$ cat config.mk
export PLATFORM = sky130hd
export DESIGN_NAME = axi_lite_reg_slave
export DESIGN_NICKNAME = d
export VERILOG_FILES = /design/src/rtl/axi_lite_pkg.sv /design/src/rtl/axi_lite_addr_decode.sv /design/src/rtl/axi_lite_reg_slave.sv
export SDC_FILE = /design/constraint.sdc
export NUM_CORES = 1
export LEC_CHECK = 0
export BUFFER_PORTS_ARGS = -buffer_cell sky130_fd_sc_hd__buf_2
export CORE_MARGIN = 1
export CORE_UTILIZATION = 47
export DETAILED_ROUTE_END_ITERATION = 16
export PLACE_DENSITY = 0.71
export SYNTH_ARGS = -nofsm -noshare
export SYNTH_HDL_FRONTEND = slang
export SYNTH_SLANG_ARGS = --single-unit
export TNS_END_PERCENT = 5
$ cat constraint.sdc
create_clock -name s0_axi_aclk -period 4.55 [get_ports s0_axi_aclk]
set_input_delay 0.91 -clock s0_axi_aclk [delete_from_list [all_inputs] [get_ports s0_axi_aclk]]
set_output_delay 0.91 -clock s0_axi_aclk [all_outputs]
set_load 0.01 [all_outputs]
$ cat src/rtl/axi_lite_pkg.sv
`default_nettype none
// +----------------------------------------------------------------------+
// | Package     : axi_lite_pkg                                           |
// | Description : Response codes, FSM state types and a sizing helper    |
// |               shared by the AXI4-Lite register slave.                |
// | Revision    : 1.0                                                    |
// +----------------------------------------------------------------------+
package axi_lite_pkg;

    // Response codes; the users cast these to the configured response width
    localparam int RESP_OKAY   = 0;
    localparam int RESP_SLVERR = 2;

    typedef enum logic [1:0] {
        W_IDLE      = 2'd0,
        W_WAIT_DATA = 2'd1,
        W_WAIT_ADDR = 2'd2,
        W_RESP      = 2'd3
    } write_state_t;

    typedef enum logic [0:0] {
        R_IDLE = 1'b0,
        R_DATA = 1'b1
    } read_state_t;

    // Width of a register index; at least one bit so a single-register
    // configuration still has a legal vector
    function automatic int idx_width(input int n);
        return (n > 1) ? $clog2(n) : 1;
    endfunction

endpackage
`default_nettype wire

$ cat src/rtl/axi_lite_addr_decode.sv
`default_nettype none
// +----------------------------------------------------------------------+
// | Module      : axi_lite_addr_decode                                   |
// | Description : Byte address to register index decode with hit flag.   |
// |               Misaligned, below-base and past-end addresses miss.    |
// | Revision    : 1.0                                                    |
// +----------------------------------------------------------------------+
module axi_lite_addr_decode
    import axi_lite_pkg::*;
#(
    parameter int ADDR_WIDTH = 8,
    parameter int NUM_REGS   = 4,
    parameter int BASE_ADDR  = 0
) (
    input  logic [ADDR_WIDTH-1:0]            addr,
    output logic                             hit,
    output logic [idx_width(NUM_REGS)-1:0]   index
);

    localparam int C_IDX_W = idx_width(NUM_REGS);

    logic [ADDR_WIDTH-1:0] w_offset;
    logic [ADDR_WIDTH-1:0] w_word;

    // Word offset from the base; only meaningful when addr >= base
    always_comb begin
        w_offset = addr - ADDR_WIDTH'(BASE_ADDR);
        w_word   = w_offset >> 2;
        hit      = (addr[1:0] == 2'b00)
                && (addr >= ADDR_WIDTH'(BASE_ADDR))
                && (w_word < ADDR_WIDTH'(NUM_REGS));
        index    = w_word[C_IDX_W-1:0];
    end

endmodule
`default_nettype wire

$ cat src/rtl/axi_lite_reg_slave.sv
`default_nettype none
// +----------------------------------------------------------------------+
// | Module      : axi_lite_reg_slave                                     |
// | Description : AXI4-Lite responder with a small RW register file,     |
// |               byte strobes, SLVERR on bad addresses, exported        |
// |               register contents and per-register write pulses.       |
// | Revision    : 1.0                                                    |
// +----------------------------------------------------------------------+
module axi_lite_reg_slave
    import axi_lite_pkg::*;
#(
    parameter int                    DATA_WIDTH  = 32,
    parameter int                    ADDR_WIDTH  = 8,
    parameter int                    RESP_WIDTH  = 3,
    parameter int                    NUM_REGS    = 4,
    parameter int                    BASE_ADDR   = 0,
    parameter logic [DATA_WIDTH-1:0] RESET_VALUE = '0
) (
    input  logic                           s0_axi_aclk,
    input  logic                           s0_axi_aresetn,
    input  logic [ADDR_WIDTH-1:0]          s0_axi_awaddr,
    input  logic                           s0_axi_awvalid,
    output logic                           s0_axi_awready,
    input  logic [DATA_WIDTH-1:0]          s0_axi_wdata,
    input  logic [DATA_WIDTH/8-1:0]        s0_axi_wstrb,
    input  logic                           s0_axi_wvalid,
    output logic                           s0_axi_wready,
    output logic [RESP_WIDTH-1:0]          s0_axi_bresp,
    output logic                           s0_axi_bvalid,
    input  logic                           s0_axi_bready,
    input  logic [ADDR_WIDTH-1:0]          s0_axi_araddr,
    input  logic                           s0_axi_arvalid,
    output logic                           s0_axi_arready,
    output logic [DATA_WIDTH-1:0]          s0_axi_rdata,
    output logic [RESP_WIDTH-1:0]          s0_axi_rresp,
    output logic                           s0_axi_rvalid,
    input  logic                           s0_axi_rready,
    output logic [NUM_REGS*DATA_WIDTH-1:0] reg_q,
    output logic [NUM_REGS-1:0]            wr_pulse
);

    localparam int                    C_STRB_W = DATA_WIDTH / 8;
    localparam int                    C_IDX_W  = idx_width(NUM_REGS);
    localparam logic [RESP_WIDTH-1:0] C_OKAY   = RESP_WIDTH'(RESP_OKAY);
    localparam logic [RESP_WIDTH-1:0] C_SLVERR = RESP_WIDTH'(RESP_SLVERR);

    // Register file
    logic [DATA_WIDTH-1:0] r_regs [NUM_REGS];
    logic [NUM_REGS-1:0]   r_wr_pulse;

    // Write channel state
    write_state_t          r_wstate, w_wstate_nx;
    logic                  r_awready, w_awready_nx;
    logic                  r_wready, w_wready_nx;
    logic                  r_bvalid, w_bvalid_nx;
    logic [RESP_WIDTH-1:0] r_bresp, w_bresp_nx;
    logic [ADDR_WIDTH-1:0] r_awaddr, w_awaddr_nx;
    logic [DATA_WIDTH-1:0] r_wdata, w_wdata_nx;
    logic [C_STRB_W-1:0]   r_wstrb, w_wstrb_nx;
    logic                  w_do_write;

    // Read channel state
    read_state_t           r_rstate, w_rstate_nx;
    logic                  r_arready, w_arready_nx;
    logic                  r_rvalid, w_rvalid_nx;
    logic [DATA_WIDTH-1:0] r_rdata, w_rdata_nx;
    logic [RESP_WIDTH-1:0] r_rresp, w_rresp_nx;

    // Effective write operands: latched half or live bus half
    logic [ADDR_WIDTH-1:0] w_wr_addr;
    logic [DATA_WIDTH-1:0] w_wr_data;
    logic [C_STRB_W-1:0]   w_wr_strb;
    logic                  w_wr_hit;
    logic [C_IDX_W-1:0]    w_wr_idx;
    logic                  w_rd_hit;
    logic [C_IDX_W-1:0]    w_rd_idx;

    logic w_aw_hs, w_w_hs, w_b_hs, w_ar_hs, w_r_hs;

    assign w_aw_hs = s0_axi_awvalid & r_awready;
    assign w_w_hs  = s0_axi_wvalid  & r_wready;
    assign w_b_hs  = r_bvalid       & s0_axi_bready;
    assign w_ar_hs = s0_axi_arvalid & r_arready;
    assign w_r_hs  = r_rvalid       & s0_axi_rready;

    assign w_wr_addr = (r_wstate == W_WAIT_DATA) ? r_awaddr : s0_axi_awaddr;
    assign w_wr_data = (r_wstate == W_WAIT_ADDR) ? r_wdata  : s0_axi_wdata;
    assign w_wr_strb = (r_wstate == W_WAIT_ADDR) ? r_wstrb  : s0_axi_wstrb;

    axi_lite_addr_decode #(
        .ADDR_WIDTH (ADDR_WIDTH),
        .NUM_REGS   (NUM_REGS),
        .BASE_ADDR  (BASE_ADDR)
    ) u_aw_decode (
        .addr  (w_wr_addr),
        .hit   (w_wr_hit),
        .index (w_wr_idx)
    );

    axi_lite_addr_decode #(
        .ADDR_WIDTH (ADDR_WIDTH),
        .NUM_REGS   (NUM_REGS),
        .BASE_ADDR  (BASE_ADDR)
    ) u_ar_decode (
        .addr  (s0_axi_araddr),
        .hit   (w_rd_hit),
        .index (w_rd_idx)
    );

    // Write FSM next state; the ready flags reopen in idle so they rise
    // on the first clock after reset
    always_comb begin
        w_wstate_nx  = r_wstate;
        w_awready_nx = r_awready;
        w_wready_nx  = r_wready;
        w_bvalid_nx  = r_bvalid;
        w_bresp_nx   = r_bresp;
        w_awaddr_nx  = r_awaddr;
        w_wdata_nx   = r_wdata;
        w_wstrb_nx   = r_wstrb;
        w_do_write   = 1'b0;
        case (r_wstate)
            W_IDLE: begin
                w_awready_nx = 1'b1;
                w_wready_nx  = 1'b1;
                if (w_aw_hs && w_w_hs) begin
                    w_do_write = 1'b1;
                end else if (w_aw_hs) begin
                    w_awaddr_nx  = s0_axi_awaddr;
                    w_awready_nx = 1'b0;
                    w_wstate_nx  = W_WAIT_DATA;
                end else if (w_w_hs) begin
                    w_wdata_nx  = s0_axi_wdata;
                    w_wstrb_nx  = s0_axi_wstrb;
                    w_wready_nx = 1'b0;
                    w_wstate_nx = W_WAIT_ADDR;
                end
            end
            W_WAIT_DATA: begin
                w_wready_nx = 1'b1;
                w_do_write  = w_w_hs;
            end
            W_WAIT_ADDR: begin
                w_awready_nx = 1'b1;
                w_do_write   = w_aw_hs;
            end
            W_RESP: begin
                if (w_b_hs) begin
                    w_bvalid_nx  = 1'b0;
                    w_awready_nx = 1'b1;
                    w_wready_nx  = 1'b1;
                    w_wstate_nx  = W_IDLE;
                end
            end
            default: w_wstate_nx = W_IDLE;
        endcase
        if (w_do_write) begin
            w_bvalid_nx  = 1'b1;
            w_bresp_nx   = w_wr_hit ? C_OKAY : C_SLVERR;
            w_awready_nx = 1'b0;
            w_wready_nx  = 1'b0;
            w_wstate_nx  = W_RESP;
        end
    end

    // Write FSM state and registered channel outputs
    always_ff @(posedge s0_axi_aclk or negedge s0_axi_aresetn) begin
        if (!s0_axi_aresetn) begin
            r_wstate  <= W_IDLE;
            r_awready <= 1'b0;
            r_wready  <= 1'b0;
            r_bvalid  <= 1'b0;
            r_bresp   <= '0;
            r_awaddr  <= '0;
            r_wdata   <= '0;
            r_wstrb   <= '0;
        end else begin
            r_wstate  <= w_wstate_nx;
            r_awready <= w_awready_nx;
            r_wready  <= w_wready_nx;
            r_bvalid  <= w_bvalid_nx;
            r_bresp   <= w_bresp_nx;
            r_awaddr  <= w_awaddr_nx;
            r_wdata   <= w_wdata_nx;
            r_wstrb   <= w_wstrb_nx;
        end
    end

    // Register storage: byte-strobe merge and single-cycle write pulse
    always_ff @(posedge s0_axi_aclk or negedge s0_axi_aresetn) begin
        if (!s0_axi_aresetn) begin
            for (int r = 0; r < NUM_REGS; r++) begin
                r_regs[r] <= RESET_VALUE;
            end
            r_wr_pulse <= '0;
        end else begin
            r_wr_pulse <= '0;
            if (w_do_write && w_wr_hit) begin
                r_wr_pulse[w_wr_idx] <= 1'b1;
                for (int b = 0; b < C_STRB_W; b++) begin
                    if (w_wr_strb[b]) begin
                        r_regs[w_wr_idx][b*8 +: 8] <= w_wr_data[b*8 +: 8];
                    end
                end
            end
        end
    end

    // Read FSM next state; data is sampled from the pre-write register value
    always_comb begin
        w_rstate_nx  = r_rstate;
        w_arready_nx = r_arready;
        w_rvalid_nx  = r_rvalid;
        w_rdata_nx   = r_rdata;
        w_rresp_nx   = r_rresp;
        case (r_rstate)
            R_IDLE: begin
                w_arready_nx = 1'b1;
                if (w_ar_hs) begin
                    w_rdata_nx   = w_rd_hit ? r_regs[w_rd_idx] : '0;
                    w_rresp_nx   = w_rd_hit ? C_OKAY : C_SLVERR;
                    w_rvalid_nx  = 1'b1;
                    w_arready_nx = 1'b0;
                    w_rstate_nx  = R_DATA;
                end
            end
            R_DATA: begin
                if (w_r_hs) begin
                    w_rvalid_nx  = 1'b0;
                    w_arready_nx = 1'b1;
                    w_rstate_nx  = R_IDLE;
                end
            end
            default: w_rstate_nx = R_IDLE;
        endcase
    end

    // Read FSM state and registered channel outputs
    always_ff @(posedge s0_axi_aclk or negedge s0_axi_aresetn) begin
        if (!s0_axi_aresetn) begin
            r_rstate  <= R_IDLE;
            r_arready <= 1'b0;
            r_rvalid  <= 1'b0;
            r_rdata   <= '0;
            r_rresp   <= '0;
        end else begin
            r_rstate  <= w_rstate_nx;
            r_arready <= w_arready_nx;
            r_rvalid  <= w_rvalid_nx;
            r_rdata   <= w_rdata_nx;
            r_rresp   <= w_rresp_nx;
        end
    end

    assign s0_axi_awready = r_awready;
    assign s0_axi_wready  = r_wready;
    assign s0_axi_bvalid  = r_bvalid;
    assign s0_axi_bresp   = r_bresp;
    assign s0_axi_arready = r_arready;
    assign s0_axi_rvalid  = r_rvalid;
    assign s0_axi_rdata   = r_rdata;
    assign s0_axi_rresp   = r_rresp;
    assign wr_pulse       = r_wr_pulse;

    for (genvar g = 0; g < NUM_REGS; g++) begin : g_reg_q
        assign reg_q[g*DATA_WIDTH +: DATA_WIDTH] = r_regs[g];
    end

endmodule
`default_nettype wire

==> out/qor.yml <==
status: "completed"
ys_seq_area_share_pct: 55.2
async_reset_ff_share_pct: 100
fin_ws_ns: 1.52
grt_overflow: 0
drtPass1Iterations: 5
setup_viol: 0
final_cell_mix: "buf_2, dfrtp_1, mux2_2"
tightestPinTransition_ns: 1.19
ctsResizeCount: 0
synth_warnings: 0
wl_per_cell_um: 20.9
grt.total_usage_pct: 22.8
coreArea_mm2: 0.0204
nets: 925
cts_setup_buffers: 0
hpwl_um: 16000
synth_cell_types: 40
syn2layout_area_growth_pct: 22.9
pwr_density_cell_mw_per_mm2: 513
cp-start-kind: "flip-flop"
htree_levels: 1
hold_viol: 0
portBuffers: 229
rsz0062_at_grt: "no"
via_per_inst: 5.65
start_util_pct: 48.3
fmax_ghz: 0.331
clk_pin_slew_ns: 0.06
cts_num_sinks: 218
drive_above_1_share_pct: 61.4
cp-end-kind: "flip-flop"
drcViolationCount: 0
layout_commonest_cell: "buf_2"
worstPathArrival_ns: 3.41
cts_buffers: 23
n_antenna_cell: 0
grt_antenna_before_repair: 0
ctsHoldBuffers: 0
vias: 6481
grt_pass1_vias: 6541
critPathRequiredTime_ns: 4.93
clk_path_buf_depth: 3
cts-root-buf: "clkbuf_16"
insertion_delay_ns: 0.50
synth_edf_count: 0
cts_tree: "yes"
grt_max_degree: 90
ios: 234
final.setup_skew_ns: 0.0129
die_w_um: 147
synth_top_cell_by_area: "dfrtp_1"
syn_inst: 631
ys_seq_elements: 218
syn_area_per_cell_um2: 15.6
maxSlewHeadroom_pct: 20.6
routabilityCongestion: 0.799
finalCritPeriodShare_pct: 66.5
synth_area_mm2: 0.00987
post-place-ws_ns: 1.43
die_area_mm2: 0.0216
hold_class: "input port to async pin"
yosysTopAreaCellShare_pct: 55.2
routed_wl_um: 24000
synth_area_leaders: "dfrtp_1, mux2_2, mux4_2"
power_w: 0.00622
drt-initial-drc-count: 269
synthFlopType: "dfrtp_1"
setup-tns-final_ns: 0
ir_drop_mv: 0.231
finalMaxSlewViolations: 0
critical_path_class: "flip-flop to flip-flop"
ant_nets: 0
n_fill_cell: 1625
grt_pass1_wl_um: 38200
die_h_um: 147
reg2reg_slack_ns: 1.52
min_period_ns: 3.03
rows: 52
critical_path.max_fanout: 22
drv_cap: 0
p_leak_nw: 6.10
==> report_power, final <==
group          internal [W]  switching (W)
combinational      0.000764       0.000894
sequential          0.00229       0.000222
clock               0.00130       0.000755
total               0.00435        0.00187
==> cells in the mapped netlist (2+ instances only) <==
cell and instances:
a2bb2oi_1 2, nand2b_1 2, mux4_2 32, and3_1 2, buf_2 8, buf_1 4
clkbuf_1 13, and3b_1 3, nor4_1 3, buf_6 3, a21oi_1 6, nor2b_1 3
or4_1 2, nor4_4 16, o21ai_0 17, dfrtp_1 218, a21boi_0 3, buf_4 5
nor3b_1 4, nand3_1 2, mux2_2 210, inv_1 4, nor2_1 9, a22o_1 32
nor3_1 3, nand2_1 8, ha_1 4
==> logic make-up after synthesis <==
family	Yosys count	share of synthesized area (%)
flip-flops	218	55.2
AND/OR/NAND/NOR	60	5.90
multiplexers	242	31.2
buffers and inverters	37	1.93
adder cells (fa/ha/maj)	4	0.507
AO/OA/AOI/OAI	69	5.13
other	1	0.0380
==> cell type report <==
class                      instances  area (um^2)  area share, %
clock buffer                      28          614           5.06
inverter                           4         15.0          0.124
sequential                       218         5460           45.0
tap                              270          338           2.78
clock inverter                    13          215           1.77
multi-input combinational        379         4280           35.2
timing repair buffer             236         1220           10.1
==> per-stage QoR <==
step | hold WS [ns] | utilization (%) | instance area, um^2 | cells
2_1_floorplan | 0.465 | - | 9890 | 634
3_3_place_gp | 0.482 | 55.3 | 11300 | 1107
3_5_place_dp | 0.486 | 55.3 | 11300 | 1107
4_1_cts | 0.416 | 59.4 | 12100 | 1148
5_1_grt | 0.422 | 59.4 | 12100 | 1148
6_report | 0.365 | 59.4 | 12100 | 1148
==> worst max-delay path: stages (launching register included) <==
cell and delay [ns]:
dfrtp_1 0.41, inv_1 0.10, ha_2 0.53, buf_4 0.44, mux2_2 0.27, o21ai_0 0.14, nor4_4 0.60, mux2_2 0.41
==> worst paths after layout <==
check | startpoint | cells past startpoint | endpoint
max | r_wstate[0] | 7 | reg_q[21]
min | s0_axi_aresetn | 1 | s0_axi_rdata[25]
max reg2reg | r_wstate[0] | 7 | reg_q[21]
min reg2reg | s0_axi_rdata[1] | 1 | s0_axi_rdata[1]
max in group asynchronous | s0_axi_aresetn | 2 | s0_axi_rdata[21]
min in group s0_axi_aclk | s0_axi_rdata[1] | 1 | s0_axi_rdata[1]
==> per-layer routing <==
layer	vias to the layer above	global-route usage, %	part of all wire, %
li1	2846	-	-
met1	3422	31.3	43
met2	177	38.2	51
met3	36	3.26	4.6
met4	0	5.88	2.0
met5	-	0	0
==> sequential cells by signal, summed over array words and instances, names as in the netlist <==
signal,cells
r_awaddr,8
r_wdata,32
r_rstate,1
s0_axi_rdata,32
s0_axi_bresp,1
wr_pulse,4
s0_axi_bvalid,1
s0_axi_rvalid,1
s0_axi_rresp,1
r_wstrb,4
s0_axi_wready,1
reg_q,128
s0_axi_awready,1
s0_axi_arready,1
r_wstate,2
No activity file was read; power rests on OpenSTA's default activity.
